<file path="src/rtl/updown_counter_n_if.sv">
// rtl/updown_counter_n_if.sv - control, data and status bundle of the up/down counter
interface updown_counter_n_if #(
  parameter int WIDTH = 8
);
  logic             ENA;
  logic             UP_DOWN;
  logic             MODE;
  logic             LOAD;
  logic [WIDTH-1:0] DIN;
  logic             OE;
  logic [WIDTH-1:0] Q;
  logic             Z;
  logic             DONE;

  modport master (
    output ENA, UP_DOWN, MODE, LOAD, DIN, OE,
    input  Q, Z, DONE
  );

  modport slave (
    input  ENA, UP_DOWN, MODE, LOAD, DIN, OE,
    output Q, Z, DONE
  );
endinterface

</file>
<file path="src/rtl/updown_counter_n.sv">
// rtl/updown_counter_n.sv - parametrised modulo up/down counter with load, one-shot and terminal count; optional Q tristate via COUNTER_TRISTATE_EN
module updown_counter_n #(
  parameter int     WIDTH   = 8,
  parameter longint MODULUS = 256
) (
  input  logic                   CLK,
  input  logic                   RST,
  updown_counter_n_if.slave      bus
);

  typedef enum logic {
    RUN  = 1'b0,
    HALT = 1'b1
  } state_t;

  // MODULUS may equal 2^WIDTH, so the load comparison needs one extra bit.
  localparam logic [WIDTH:0]   MOD_EXT = (WIDTH+1)'(MODULUS);
  localparam logic [WIDTH-1:0] CNT_MAX = WIDTH'(MODULUS - 1);
  localparam logic [WIDTH-1:0] ONE     = WIDTH'(1);

  state_t           state;
  state_t           state_nxt;
  logic [WIDTH-1:0] cnt;
  logic [WIDTH-1:0] cnt_nxt;
  logic             done_q;
  logic             done_nxt;
  logic             tc;
  logic             z_int;
  logic [WIDTH-1:0] load_val;

  // Terminal count depends on direction; Z is the cascade enable for the next stage.
  always_comb begin
    load_val = ({1'b0, bus.DIN} < MOD_EXT) ? bus.DIN : CNT_MAX;
    tc       = bus.UP_DOWN ? (cnt == CNT_MAX) : (cnt == '0);
    z_int    = bus.ENA & tc & (state == RUN) & ~bus.LOAD;
  end

  // Next-state: load beats counting, counting only while running, halt on one-shot terminal count.
  always_comb begin
    cnt_nxt   = cnt;
    state_nxt = state;
    done_nxt  = 1'b0;
    if (bus.LOAD) begin
      cnt_nxt   = load_val;
      state_nxt = RUN;
    end else if ((state == RUN) && bus.ENA) begin
      if (z_int && bus.MODE) begin
        state_nxt = HALT;
        done_nxt  = 1'b1;
      end else if (bus.UP_DOWN) begin
        cnt_nxt = (cnt == CNT_MAX) ? '0 : cnt + ONE;
      end else begin
        cnt_nxt = (cnt == '0) ? CNT_MAX : cnt - ONE;
      end
    end
  end

  // State, count and DONE pulse registers.
  always_ff @(posedge CLK or negedge RST) begin
    if (!RST) begin
      state  <= RUN;
      cnt    <= '0;
      done_q <= 1'b0;
    end else begin
      state  <= state_nxt;
      cnt    <= cnt_nxt;
      done_q <= done_nxt;
    end
  end

  assign bus.Z    = z_int;
  assign bus.DONE = done_q;

`ifdef COUNTER_TRISTATE_EN
  // Only the output driver is gated; the count keeps running while Q floats.
  assign bus.Q = bus.OE ? cnt : {WIDTH{1'bz}};
`else
  logic unused_oe;
  assign unused_oe = bus.OE;
  assign bus.Q     = cnt;
`endif

endmodule

</file>
<file path="src/flat_wrapper.sv">
// flat-port wrapper written by rule: the top's interface ports become plain ports
module updown_counter_n_flat 
#(
  parameter int     WIDTH   = 8,
  parameter longint MODULUS = 256
)
  (CLK, RST, bus_ENA, bus_UP_DOWN, bus_MODE, bus_LOAD, bus_DIN, bus_OE, bus_Q, bus_Z, bus_DONE);
  updown_counter_n_if #(.WIDTH(WIDTH)) bus_i ();
  input  logic CLK;
  input  logic RST;
  input wire logic [$bits(bus_i.ENA)-1:0] bus_ENA;
  input wire logic [$bits(bus_i.UP_DOWN)-1:0] bus_UP_DOWN;
  input wire logic [$bits(bus_i.MODE)-1:0] bus_MODE;
  input wire logic [$bits(bus_i.LOAD)-1:0] bus_LOAD;
  input wire logic [$bits(bus_i.DIN)-1:0] bus_DIN;
  input wire logic [$bits(bus_i.OE)-1:0] bus_OE;
  output wire logic [$bits(bus_i.Q)-1:0] bus_Q;
  output wire logic [$bits(bus_i.Z)-1:0] bus_Z;
  output wire logic [$bits(bus_i.DONE)-1:0] bus_DONE;
  assign bus_i.ENA = bus_ENA;
  assign bus_i.UP_DOWN = bus_UP_DOWN;
  assign bus_i.MODE = bus_MODE;
  assign bus_i.LOAD = bus_LOAD;
  assign bus_i.DIN = bus_DIN;
  assign bus_i.OE = bus_OE;
  assign bus_Q = bus_i.Q;
  assign bus_Z = bus_i.Z;
  assign bus_DONE = bus_i.DONE;
  updown_counter_n #(.WIDTH(WIDTH), .MODULUS(MODULUS)) u_core (.CLK(CLK), .RST(RST), .bus(bus_i));
endmodule
</file>
<file path="config.mk">
export PLATFORM = sky130hd
export DESIGN_NAME = updown_counter_n_flat
export DESIGN_NICKNAME = d
export VERILOG_FILES = /design/src/rtl/updown_counter_n_if.sv /design/src/rtl/updown_counter_n.sv /design/src/flat_wrapper.sv
export SDC_FILE = /design/constraint.sdc
export NUM_CORES = 1
export LEC_CHECK = 0
export CORE_MARGIN = 2
export CORE_UTILIZATION = 40
export DETAILED_ROUTE_END_ITERATION = 10
export PLACE_DENSITY = 0.68
export SLEW_MARGIN = 20
export SYNTH_ARGS = -nofsm -noshare
export SYNTH_HDL_FRONTEND = slang
export SYNTH_SLANG_ARGS = --single-unit
</file>
<file path="constraint.sdc">
create_clock -name CLK -period 2.3 [get_ports CLK]
set_input_delay 0.46 -clock CLK [delete_from_list [all_inputs] [get_ports CLK]]
set_output_delay 0.46 -clock CLK [all_outputs]
set_load 0.1 [all_outputs]
</file>
# After elaboration in Yosys (flattened, before gate mapping)
# Index checks and enable logic that the tools add are counted.
[classes]
addsub = 2
eq_ne = 2
mux = 13
n_bitwise = 5
reduce_logical = 7
[op_table]
columns = ["op", "n"]
rows = [
  ["8-bit two-way mux", 6],
  ["8-bit by 1-bit adder with 8-bit output (second input constant)", 1],
  ["8-bit == test (second input constant)", 1],
  ["8-bit logical NOT", 1],
  ["8-bit by 1-bit subtractor with 8-bit output (second input constant)", 1],
  ["1-bit two-way mux", 7],
  ["2-bit AND reduction", 2],
  ["2-bit nonzero test", 2],
  ["1-bit AND", 3],
  ["1-bit logical AND", 2],
  ["2-bit != test (second input constant)", 1],
  ["1-bit NOT", 2],
]
[totals]
register_bits = 10
out_inout_bits = 10
elab_cells = 32

# Longest topological paths before layout
# Gate-level depths: netlist (run 1).
[depth]
word_depth = 9
mapped_depth = 7
ltp_nobuf = 7

# Least setup slack after synthesis (run 1)
# No wires, ideal clock.
[synth_timing]
kind = "register -> output"
from = "reg u_core.cnt[1] (netlist: u_core.bus.Q[1])"
to = "out bus_Z"
t_arrival_ps = 2823
slack_ps = -983
path_stages_with_launch = 6
n_path_buf = 0
cell_sequence = "dfrtp_1 -> ha_1 -> nand2_1 -> or4_4 -> a21oi_1 -> and2_1"
[synth_via]
elab_chain_len = 5
elab_cells_between_ends = 6
classes_between = "1 x eq/ne; 1 x mux; 3 x bitwise; 1 x reduce/logical"
[synth_rtl]
columns = ["element", "line_no", "rtl"]
rows = [
  ["start, declared", "updown_counter_n.sv:23", "logic [WIDTH-1:0] cnt;"],
  ["start signal, assigned", "updown_counter_n.sv:66", "cnt <= cnt_nxt;"],
  ["8-bit == test / 8-bit logical NOT (equally long branches)", "updown_counter_n.sv:34", "tc = bus.UP_DOWN ? (cnt == CNT_MAX) : (cnt == '0);"],
  ["1-bit two-way mux (*)", "updown_counter_n.sv:34", ""],
  ["1-bit AND (*) (3 in a row)", "updown_counter_n.sv:35", "z_int = bus.ENA & tc & (state == RUN) & ~bus.LOAD;"],
  ["end, declared", "flat_wrapper.sv:18", "output wire logic [$bits(bus_i.Z)-1:0] bus_Z;"],
]
# Mark *: on every way between the ends. The rest lies on a longest branch, timed or not.

# Final worst setup path (run 1)
# Same ends and word-level chain as after synthesis.

==> metrics.txt, run 1 <==
vias after detailed routing 990; Port Buffers 23; vias in the first global route 946; cell row count 17; hold path endpoint u_core.state; failing checks negative setup slack; Ports 25; fin crit period 2412 ps; reg2reg start u_core.bus.Q[1]; clk buf depth 2; Final setup viols 6; Layout area overhead 54.02%; Yosys warning count 0; total gr overflow 0; required time of the critical path 1840 ps; CP endpoint kind output pin; Overall Global Routing Usage 22.01%; maxcap violations 0; Place WS -205.8 ps; Die X just over 50 µm; Max Slew Vio Count 0; worst hold start u_core.state; Netlist cell types 44; Crit Path Class reg -> out; most common cell after layout, fill and taps aside buf_4; die area 2692 µm²; Sw Pwr ~0.41 mW; Sequential Power Share 31.6%; CP arrival 1950 ps; wire per inst 15.07 µm; Layout Cells excl Fill 179; Residual DRC 0; Syn Nets 124; most frequent cells in the layout buf_4, clkdlybuf4s50_1, o21ai_0; antenna cells 0; RD Place Congestion 0.8120; PwrDens 600.4 nW/µm²; setup slack after layout -112.2 ps; dpl hpwl 1992 µm; CP startpoint kind flip-flop; TNS Setup -318.6 ps; Gate Count Post-Synth ~110; RSZ-0062 raised after global routing yes; logic gate share of total power 53.7%; Mean Syn Cell Area ~8.7 µm²; DRT Pass-1 Iters 4; Sw Ratio between 40 and 50%; Max Fclk about 410 MHz; cell taking the most area after synthesis dfrtp_1; first-pass GRT wire length 4326 µm; hold path depth 1; largest cells by area after synthesis dfrtp_1, o21ai_0, ha_1, clkbuf_8, nand2_1; status complete, but fails checks; Max VDD drop 0.3142 mV; final wirelength 2697 µm; drt first-iter violations 24; largest net degree at the start of global routing 11; share of the synthesized area in the top cell type 27.29%; CTS root buf clkbuf_4; worst skew pair latency 260 ps; final worst-path cycle share 104.9%; worst-path fanout max 4; FF-to-FF End u_core.bus.Q[3]; Finished Cell Area 1413 µm²; share of cells above drive strength 1 43.05%; Fillers 185; nets between 150 and 200; CTS tree yes; sequential cell area fraction in the yosys report 27.29%; Inst Count DP 164; placed cell areas between 1000 and 1500 µm²; r2r setup slk -80 ps; total CTS buffers 3; Clock power frac roughly 15%; initial core utilization 41.86%; leak pwr 0.6087 nW; synthesized flop and latch total 10; internal power 0.4422 mW; clk sinks 10; Hold Fails Final Rpt 0; Final Skew 6.148 ps; core region area approximately 2200 µm²; H-tree depth 1; Routed Antenna Nets 0; worst r2r path cells 9; initial antenna violation count 0; worst rel slew slack approximately two thirds; Worst Hold Class reg -> reg; Post-Syn Area 917.1 µm²; clk slew on worst S/H paths 60 ps; post-DR vias/cell 5.531; Tightest Pin Transition 488.3 ps; Die H 51.89 µm
## how the worst max path moves through the flow
| stage | from | slack [ps] | endpoint |
|---|---|---|---|
| after detailed placement | bus_UP_DOWN | -210 | u_core.bus.Q[3] |
| final | u_core.bus.Q[1] | -110 | bus_Z |
| after CTS | u_core.bus.Q[0] | -90 | bus_Z |
| after global placement | bus_UP_DOWN | -180 | bus_Z |
| after global routing | u_core.bus.Q[1] | -170 | bus_Z |
| after floorplan | u_core.bus.Q[1] | -60 | bus_Z |
## per-stage QoR
stage / util (%) / power [mW] / hold slack [ps]
CTS: 62.08 / 0.8409 / 490.1
global placement: 57.74 / 0.6828 / 475.7
floorplan: - / 0.5831 / 164.4
detailed placement: 57.74 / 0.6886 / 476.5
finish: 64.48 / 0.8481 / 487.5
global route: 64.48 / 0.9007 / 509.6
## metal layers
metal | GRT usage [%] | vias to the layer above | routed length, µm
met3 | 2.011 | 2 | 109
met2 | 37.13 | 24 | 1399
met5 | 0 | - | 0
met1 | 28.01 | 475 | 1160
met4 | 10.53 | 0 | 27
li1 | - | 489 | -
## layout make-up
class	instances	area, µm²	share of cell area (%)
multi-input cells	84	648.1	45.88
repair buffers	47	407.9	28.88
flip-flops and latches	10	272.8	19.31
well taps	28	35.03	2.480
clock buffers	4	26.28	1.860
inverters	6	22.52	1.594
## power by group through the flow
stage          clock (mW)  combinational (mW)  sequential, mW
6_report            0.125               0.455           0.268
5_1_grt             0.145               0.484           0.272
4_1_cts             0.128               0.447           0.265
3_5_place_dp            0               0.418           0.271
3_3_place_gp            0               0.413           0.270
2_1_floorplan           0               0.171           0.412
## synth_stat cells, drive strengths merged
cell and count:
a211oi 3, a21o 1, a21oi 4, a221o 1, a22o 2, a22oi 1, a2bb2oi 3, a31oi 1
and2 3, and2b 1, and3 4, buf 3, clkbuf 3, clkinv 1, dfrtp 10, ha 3
inv 5, mux2 3, mux4 1, nand2 7, nand3 2, nand4 2, nor2 8, nor2b 1
nor3 5, nor4 3, nor4b 1, o211a 1, o21a 2, o21ai 11, o22ai 2, o311a 1
o31a 1, o31ai 2, or2 2, or4 2
## logic make-up after synthesis
kind of cell / count (synthesis) / synth area share, %
and+or+nand+nor: 41 / 25.79
AOI/OAI and AO/OA: 36 / 28.24
buffers and inverters: 12 / 8.458
DFF: 10 / 27.29
muxes: 4 / 6.139
adders and majority gates: 3 / 4.093
## timing repair
item | in CTS | in global routing
buffers inserted | 7 | 4
gates resized for setup | 5 | 6
gates cloned | 0 | 0
setup endpoints to repair | 1 | 9
hold buffers | 0 | 0
pin swaps | 6 | 4
## state kept, by name, indices dropped and copies added (netlist names)
register,flops
u_core.state,1
u_core.bus.Q,8
u_core.bus.DONE,1
## critical path, cell delays in order, from the launching register on
cell and delay, ps:
dfrtp_4 450, ha_4 160, nand2_4 40, or4_4 530, a21oi_2 170, and2_4 170, buf_12 160
Power figures use the tool's default switching activity.
==> run 2, diff against run 1 <==
- CTS_CLUSTER_SIZE: default -> 10
==> results of run 2 <==
Final layout, timing and power as in run 1 (identical DEF).
